==> src/rtl/clock_display_pkg.sv <==
// Shared display constants: segment patterns, digit index type, digit count.
// Latency: none (definitions and one pure combinational helper).
// Backpressure: not applicable.
package clock_display_pkg;

    localparam int NUM_DIGITS = 4;

    typedef logic [1:0] digit_idx_t;

    // Active-high patterns, bit order {g,f,e,d,c,b,a}
    localparam logic [6:0] SEG_DIGIT [0:9] = '{
        7'h3F, 7'h06, 7'h5B, 7'h4F, 7'h66,
        7'h6D, 7'h7D, 7'h07, 7'h7F, 7'h6F
    };

    // Non-decimal codes light nothing rather than aliasing onto a real digit
    function automatic logic [6:0] seg_pattern(input logic [3:0] digit);
        logic [6:0] pat;
        pat = 7'h00;
        if (digit <= 4'd9) begin
            pat = SEG_DIGIT[digit];
        end
        return pat;
    endfunction

endpackage

==> src/rtl/seg7_bin2dig.sv <==
// Splits a 0..63 binary value into decimal tens and ones digits.
// Latency: purely combinational.
// Backpressure: not applicable.
module seg7_bin2dig (
    input  logic [5:0] value_i,
    output logic [2:0] tens_o,
    output logic [3:0] ones_o
);

    // Constant divide/modulo by ten; the input range keeps tens within 0..6
    always_comb begin
        tens_o = 3'(value_i / 6'd10);
        ones_o = 4'(value_i % 6'd10);
    end

endmodule

==> src/rtl/seg7_display_scanner.sv <==
// 4-digit multiplexed 7-segment scanner with anti-ghost dead cycle; optional mode blink (SEG7_BLINK_EN).
// Latency: an/seg/dp are registered, one clk after the prescaler/digit index they reflect.
// Backpressure: none; inputs are snapshotted once per frame and may change freely.
module seg7_display_scanner
    import clock_display_pkg::*;
#(
    parameter int SCAN_DIV       = 1000,
    parameter int BLINK_FRAMES   = 64,
    parameter int SEG_ACTIVE_LOW = 1
) (
    input  logic                  clk,
    input  logic                  rst,
    input  logic [5:0]            hours_fsm,
    input  logic [5:0]            minutes_fsm,
    input  logic                  set_time_en,
    input  logic                  set_alarm_en,
    input  logic                  alarm_sound,
    output logic [NUM_DIGITS-1:0] an,
    output logic [6:0]            seg,
    output logic                  dp
);

    localparam int              PW         = (SCAN_DIV > 1) ? $clog2(SCAN_DIV) : 1;
    localparam logic [PW-1:0]   PRESC_LAST = PW'(SCAN_DIV - 1);
    localparam logic [6:0]      SEG_OFF    = (SEG_ACTIVE_LOW != 0) ? 7'h7F : 7'h00;
    localparam logic            DP_OFF     = (SEG_ACTIVE_LOW != 0);

    logic [PW-1:0]         presc_q, presc_d;
    digit_idx_t            idx_q, idx_d;
    logic                  first_q;
    logic [5:0]            hours_q, minutes_q;
    logic [NUM_DIGITS-1:0] an_q, an_d;
    logic [6:0]            seg_q, seg_d;
    logic                  dp_q, dp_d;

    logic                  slot_end;
    logic                  frame_end;
    logic                  snap_en;
    logic                  blank;
    logic [2:0]            hr_tens, min_tens;
    logic [3:0]            hr_ones, min_ones;
    logic [3:0]            digit;
    logic [6:0]            lit_seg;
    logic                  lit_dp;

    assign slot_end  = (presc_q == PRESC_LAST);
    assign frame_end = slot_end && (idx_q == 2'd3);
    // The first edge after reset loads a fresh snapshot so frame 0 is not stale zeros
    assign snap_en   = frame_end | first_q;

    seg7_bin2dig u_hours_dig (
        .value_i (hours_q),
        .tens_o  (hr_tens),
        .ones_o  (hr_ones)
    );

    seg7_bin2dig u_minutes_dig (
        .value_i (minutes_q),
        .tens_o  (min_tens),
        .ones_o  (min_ones)
    );

`ifdef SEG7_BLINK_EN
    localparam int            FW         = (BLINK_FRAMES > 1) ? $clog2(BLINK_FRAMES) : 1;
    localparam logic [FW-1:0] FRAME_LAST = FW'(BLINK_FRAMES - 1);

    logic [FW-1:0] frame_q;
    logic          blink_phase_q;
    logic          mode_en;

    assign mode_en = set_time_en | set_alarm_en;

    // Blink phase flips every BLINK_FRAMES frames in a set mode; parked visible otherwise
    always_ff @(posedge clk or negedge rst) begin
        if (!rst) begin
            frame_q       <= '0;
            blink_phase_q <= 1'b0;
        end else if (!mode_en) begin
            frame_q       <= '0;
            blink_phase_q <= 1'b0;
        end else if (frame_end) begin
            if (frame_q == FRAME_LAST) begin
                frame_q       <= '0;
                blink_phase_q <= ~blink_phase_q;
            end else begin
                frame_q <= frame_q + 1'b1;
            end
        end
    end

    // Live enable gates the blank so leaving set mode shows digits on the next cycle
    assign blank = mode_en & blink_phase_q;
`else
    logic unused_blink;
    assign unused_blink = &{1'b0, set_time_en, set_alarm_en, (BLINK_FRAMES > 0)};
    assign blank        = 1'b0;
`endif

    // Prescaler wraps every SCAN_DIV cycles and steps the digit slot
    always_comb begin
        presc_d = slot_end ? '0 : presc_q + 1'b1;
        idx_d   = slot_end ? idx_q + 1'b1 : idx_q;
    end

    // Pick the decimal digit for the current slot, rightmost minutes digit first
    always_comb begin
        digit = 4'd0;
        case (idx_q)
            2'd0:    digit = min_ones;
            2'd1:    digit = {1'b0, min_tens};
            2'd2:    digit = hr_ones;
            default: digit = {1'b0, hr_tens};
        endcase
    end

    // Next anode/segment/dp values; anodes all off for the first cycle of each slot
    always_comb begin
        an_d = '1;
        if (presc_q != '0) begin
            an_d[idx_q] = 1'b0;
        end
        lit_seg = seg_pattern(digit);
        lit_dp  = (idx_q == 2'd2) | alarm_sound;
        if (blank) begin
            lit_seg = 7'h00;
            lit_dp  = 1'b0;
        end
        seg_d = (SEG_ACTIVE_LOW != 0) ? ~lit_seg : lit_seg;
        dp_d  = (SEG_ACTIVE_LOW != 0) ? ~lit_dp  : lit_dp;
    end

    // Scan state, per-frame input snapshot and registered display outputs
    always_ff @(posedge clk or negedge rst) begin
        if (!rst) begin
            presc_q   <= '0;
            idx_q     <= '0;
            first_q   <= 1'b1;
            hours_q   <= '0;
            minutes_q <= '0;
            an_q      <= '1;
            seg_q     <= SEG_OFF;
            dp_q      <= DP_OFF;
        end else begin
            presc_q <= presc_d;
            idx_q   <= idx_d;
            first_q <= 1'b0;
            if (snap_en) begin
                hours_q   <= hours_fsm;
                minutes_q <= minutes_fsm;
            end
            an_q  <= an_d;
            seg_q <= seg_d;
            dp_q  <= dp_d;
        end
    end

    assign an  = an_q;
    assign seg = seg_q;
    assign dp  = dp_q;

endmodule

==> config.mk <==
export PLATFORM = sky130hd
export DESIGN_NAME = seg7_display_scanner
export DESIGN_NICKNAME = d
export VERILOG_FILES = /design/src/rtl/clock_display_pkg.sv /design/src/rtl/seg7_bin2dig.sv /design/src/rtl/seg7_display_scanner.sv
export SDC_FILE = /design/constraint.sdc
export NUM_CORES = 1
export LEC_CHECK = 0
export BUFFER_PORTS_ARGS = -buffer_cell sky130_fd_sc_hd__buf_2
export CAP_MARGIN = 20
export CORE_MARGIN = 2
export CORE_UTILIZATION = 51
export DETAILED_ROUTE_END_ITERATION = 6
export HOLD_SLACK_MARGIN = 0.02
export PLACE_DENSITY = 0.69
export SETUP_SLACK_MARGIN = 0.3
export SYNTH_ARGS = -nofsm -noshare
export SYNTH_HDL_FRONTEND = slang
export SYNTH_SLANG_ARGS = --single-unit
==> constraint.sdc <==
create_clock -name clk -period 3.58 [get_ports clk]
set_clock_uncertainty 0.05 [all_clocks]
set_input_delay 0.537 -clock clk [delete_from_list [all_inputs] [get_ports clk]]
set_output_delay 0.537 -clock clk [all_outputs]
set_load 0.01 [all_outputs]
---- Yosys cells after proc, flatten, opt, wreduce, memory -nomap -nowiden ----
Memories as Yosys holds them, arrays and structs flattened.
Index checks and enable logic that the tools add are counted.
word-level totals
  word-level logic and storage cells ...... 41
  output and inout port bits .............. 12
  bits in read-only memories .............. 112
  memories kept ........................... 1
  register bits ........................... 37
memory list
  name              words  bits a word  read ports  clocked after Yosys merged registers in  wr ports  line                     source
  (name not given)  16     7            1           0                                        0         clock_display_pkg.sv:21  pat = SEG_DIGIT[digit];
operators by class
  $add $sub $neg .......................... 2
  muxes and demuxes ....................... 8
  div/mod/pow operators ................... 4
  bitwise gates (word level) .............. 6
  eq/ne operators ......................... 4
  order comparisons ....................... 4
  reduce and logical (&&, ||, !) cells .... 4
operators by type and width
  cell                                                                                  number
  7-bit two-way mux                                                                     3
  6-bit by 4-bit divider with 6-bit output (second input constant)                      2
  6-bit by 4-bit remainder unit with 6-bit output (second input constant)               2
  4-bit one-hot mux with 3 select lines                                                 1
  10-bit by 1-bit adder with 10-bit output (second input constant)                      1
  10-bit == test (second input constant)                                                1
  10-bit two-way mux                                                                    1
  10-bit nonzero test                                                                   1
  7-bit NOT                                                                             1
  5-bit greater-or-equal comparator (second input constant)                             1
  4-bit NOT with 5-bit output                                                           1
  2-bit == test (second input constant)                                                 2
  4-bit <= comparator (second input constant)                                           1
  4-bit two-way mux                                                                     1
  4-bit NOT                                                                             1
  2-bit by 3-bit < comparator with 1-bit output (second input constant)                 1
  2-bit by 1-bit adder with 2-bit output (second input constant)                        1
  1-bit demux with 2-bit select                                                         1
  2-bit by 1-bit == test with 1-bit output (second input constant)                      1
  2-bit by 1-bit greater-or-equal comparator with 1-bit output (second input constant)  1
  1-bit logical AND                                                                     2
  2-bit zero test                                                                       1
  1-bit OR                                                                              2
  1-bit two-way mux                                                                     1
  1-bit NOT                                                                             1

---- Depth between registers and ports, before layout ----
  word-level depth ........................ 8
  mapped depth ............................ 14
  depth with buffers taken out ............ 13

---- Cells and area by module ----
From an unflattened synthesis, not the netlist that was laid out.
unflattened totals
  cell total of the unflattened synthesis .. 251
  area total of the unflattened synthesis .. 2462.4 sq um
modules (own cells, without submodules)
  module                cells an instance  area an instance (sq um)  instances  sequential area each (sq um)
  seg7_display_scanner  149                1791.7                    1          942.2
  seg7_bin2dig          51                 335.3                     2          0.0

---- Worst setup path before layout ----
Ideal clock, no wire load.
  path kind ............................... flip-flop to flip-flop
  start ................................... register idx_q[1]
  end ..................................... register seg_q[0], in the netlist seg[0]
  arrival time ............................ 3049 ps
  cell stages (with the launch flop) ...... 15
  data required time ...................... 3432 ps
  slack ................................... 382 ps
  clock period less this slack ............ 3198 ps
  path through ............................ dfrtp_1 inv_1 ha_1 buf_2 mux2_2 inv_1 ha_1 o311a_1 a221oi_2 a211oi_1 o21bai_1 inv_1 ha_1 or3_4 o311ai_1
on the way
  longest elaborated chain between the ends .. 8
  elaborated cells between the ends (all ways) .. 11
  classes of those cells .................. order compare (1); eq/ne (2); mux (4); bitwise (2); reduce/logical (1); memory (1)
ends and longest elaborated chain
  item                                                   line                         source
  from (decl)                                            seg7_display_scanner.sv:29   digit_idx_t idx_q, idx_d;
  from (signal assigned)                                 seg7_display_scanner.sv:145  idx_q <= idx_d;
  2-bit == test, or another cell as far along            seg7_display_scanner.sv:108  case (idx_q)
  4-bit one-hot mux with 3 select lines *                seg7_display_scanner.sv:108
  4-bit NOT with 5-bit output (implied by the code)      clock_display_pkg.sv:21
  memory read 16 x 7 bit                                 --
  7-bit two-way mux (implied by the code) (2 in series)  clock_display_pkg.sv:21
  7-bit two-way mux *                                    clock_display_pkg.sv:20      if (digit <= 4'd9) begin
  7-bit NOT *                                            seg7_display_scanner.sv:128  seg_d = (SEG_ACTIVE_LOW != 0) ? ~lit_seg : lit_seg;
  via seg_d[0]                                           seg7_display_scanner.sv:33   logic [6:0] seg_q, seg_d;
  to (signal assigned)                                   seg7_display_scanner.sv:152  seg_q <= seg_d;
  to (decl)                                              seg7_display_scanner.sv:33
The timed path passes the listed nets; every way through them passes the cells marked *. The select of a mux whose other input is x is not followed.
A chain may end at the register's enable or synchronous reset.

---- Final worst setup path ----
  start ................................... register idx_q[0]
  end ..................................... register seg_q[0], in the netlist seg[0]
The elaborated chain is that of the path after synthesis.

==> flow_summary_export.csv <==
group,metric,value,unit
run_status,status,"finished, final reports clean",
synthesis,yosys.cell_types.count,54,
critical_path,required,3.72,ns
drt,drt_pre_antenna_iters,4,
clocking,h-tree-depth,2,
drt,vias,1642,
place,dpl.hpwl,2935,um
synthesis,avgSynthCellArea,10.56,um^2
synthesis,synth_nets,232,
power,seq_power_share,47.3,%
global_route,grt_pass1_wl,6782,um
synthesis,yosys.area.top_type,"dfrtp_1",
place,port_buffers,26,
drt,drtIter0Drc,136,
critical_path,r2r_slack,0.48,ns
synthesis,seq_area_frac_synth,43.75,%
global_route,antenna_found_initial,0,
floorplanning,die_area,4758,um^2
synthesis,syn-cell-area,2153,um^2
clocking,cts_root_buffer,"clkbuf_8",
clocking,cts_sinks,37,
power,vdd_drop_max,0.0002736,V
floorplanning,start_util,53.45,%
clocking,cts_buffers,5,
synthesis,yosys_warnings,0,
drt,ant_nets,0,
floorplanning,placementRows,23,
synthesis,synth_edf_count,0,
clocking,clock_latency,0.28,ns
synthesis,netlist_instances,204,
global_route,first_global_vias,1482,
power,switching_share,27.68,%
place,place_congestion,0.8229,
power,internal-power,754.6,uW
layout,diodes,0,
job,maxCapViolations,0,
timing,holdWs,0.2854,ns
drt,drc,0,
timing,hold_viol,0,
timing,max_freq,322.7,MHz
drt,wire_per_inst,14.07,um
global_route,globalRouteOverflowTotal,0,
synthesis,synth-seq-cells,37,
floorplanning,die_h,68.98,um
synthesis,synthTopCellsByArea,"dfrtp_1 28%, dfstp_2 16%, mux2_2 8.9%",
power,power_density,421.6,nW/um^2
floorplanning,die-width,68.98,um
critical_path,start_kind,"flop",
drt,wl,4051,um
drt,avgViaCountPerCell,5.701,
critical_path,critPathMaxFanout,9,
timing,period_minus_slack,3.098,ns
synthesis,synthArstFlopShare,100.0,%
power,comb_power_share,21.4,%
timing,maxSlewHeadroom,46.62,%
power,leakagePower,1.054,nW
timing,maxSlewViolCount,0,
critical_path,end_kind,"flop",
global_route,grt_max_degree,38,
min_path,hold_class,"input pin to async pin",
timing,setup_violations,0,
clocking,clockBufferDepth,2,
critical_path,crit_arrival,3.24,ns
layout,nNetsFinal,265,
floorplanning,ios,29,
power,clkPwrFrac,31.3,%
global_route,grtUsageTotal,19.44,%
critical_path,path_class,"flop to flop",
layout,drive_gt1_share,36.13,%
clocking,cts_tree,"built",
synthesis,synth_most_common_cell,"dfrtp_1",
clocking,path_clk_slew,0.08,ns
timing,tightest_slew,0.8007,ns
clocking,cts_hold_repair.buffers,0,
synthesis,synthTopCellsByCount,"24 x dfrtp_1, 17 x mux2_2, 15 x nor2_1, 13 x dfstp_2",
floorplanning,fp.coreArea,4029,um^2
timing,tns,0,ns
timing,rsz0062_at_grt,"no",
timing,fin_crit_sh,86.55,%
power,netSwitchingPower,288.8,uW
synthesis,ys.flop_type,"dfrtp_1",
layout,areaGrowthSynthToFinish,14.93,%
synthesis,yosys.area.top_type_share,27.89,%
[metal layers]
metal  part of all wire (%)  GRT usage [%]  wire, um  up-vias
met5                      0              0         0        -
met3                    4.4          4.058       177        6
met1                     49          27.79      1966      797
li1                       -              -         -      812
met2                     46          29.45      1864       27
met4                    1.1          6.127        43        0
[registers in the layout (all words and copies together) (netlist names)]
signal,count
seg,7
dp,1
idx_q,2
first_q,1
minutes_q,6
an,4
presc_q,10
hours_q,6
[cell type report]
class | count | area, um^2
fill | 347 | 1554
multi-input combinational | 150 | 1141
sequential | 37 | 942.2
timing repair buffer | 34 | 190.2
clock buffer | 7 | 96.34
tap | 50 | 62.56
inverter | 9 | 33.78
clock inverter | 1 | 8.758
[placed cells by master, fill, tap and decap left out, types with 2 or more instances in the layout]
cell type and n:
dfrtp_1 24, nand2_1 12, nor3_1 7, a31oi_1 3, xnor2_1 4, o31ai_1 2
o41ai_1 2, xor2_1 3, inv_1 8, nor2_1 14, dfstp_2 13, a211oi_1 4
nor3b_1 2, nand2b_1 2, mux2i_1 6, o21ai_0 6, buf_2 26, mux2_2 17
a21oi_1 5, nand4_1 3, nand3_1 12, clkbuf_8 7, or3_2 2, o32a_1 2
o22ai_1 2, nand3b_1 2, buf_4 8, ha_1 10
[power by group through the flow]
stage	Clock, mW	Combinational [mW]	Sequential, mW
2_1_floorplan	0	0.141	0.511
3_3_place_gp	0	0.214	0.499
3_5_place_dp	0	0.218	0.502
4_1_cts	0.341	0.219	0.494
5_1_grt	0.358	0.253	0.500
6_report	0.327	0.223	0.493
[per-stage QoR]
step,instance area [um^2],total power [mW],std cells,util (%),setup slack [ns]
6_report,2475,1.043,288,61.43,0.4815
5_1_grt,2475,1.112,288,61.43,0.2932
4_1_cts,2451,1.054,287,60.84,0.3325
3_5_place_dp,2344,0.7195,279,58.17,0.3198
3_3_place_gp,2336,0.7128,278,57.98,0.3565
2_1_floorplan,2153,0.6514,204,-,0.3823
[path summary, 6_finish.rpt]
check,depth (start not counted),end,from
max in group asynchronous,1,presc_q[0],rst
setup / recovery,11,seg[0],idx_q[0]
hold reg to reg,1,minutes_q[0],minutes_q[0]
hold / removal,1,minutes_q[2],rst
min in group clk,2,dp,alarm_sound
setup reg to reg,11,seg[0],idx_q[0]
[what timing repair did]
item,in CTS,in global routing
gates resized for setup,1,4
setup buffers,0,1
setup endpoints to repair,1,6
pin swaps,0,2
gates cloned,0,0
[worst max-delay path, stage by stage (launching register included)]
cell,delay (ns)
dfrtp_1,0.43
inv_1,0.15
ha_1,0.42
mux2_2,0.46
or3_1,0.34
a21oi_1,0.17
nor3_2,0.08
nor2_2,0.12
inv_1,0.07
ha_1,0.20
or3_4,0.41
o311ai_1,0.10
[kinds of logic after synthesis]
kind of cell / synth area share [%]
flip-flops: 43.75
AND/OR/NAND/NOR: 16.97
multiplexers: 12.84
buffers and inverters: 4.125
other: 0.1742
AO/OA/AOI/OAI: 12.43
adder cells (fa/ha/maj): 6.856
XOR/XNOR: 2.847
No activity file was read; power rests on OpenSTA's default activity.
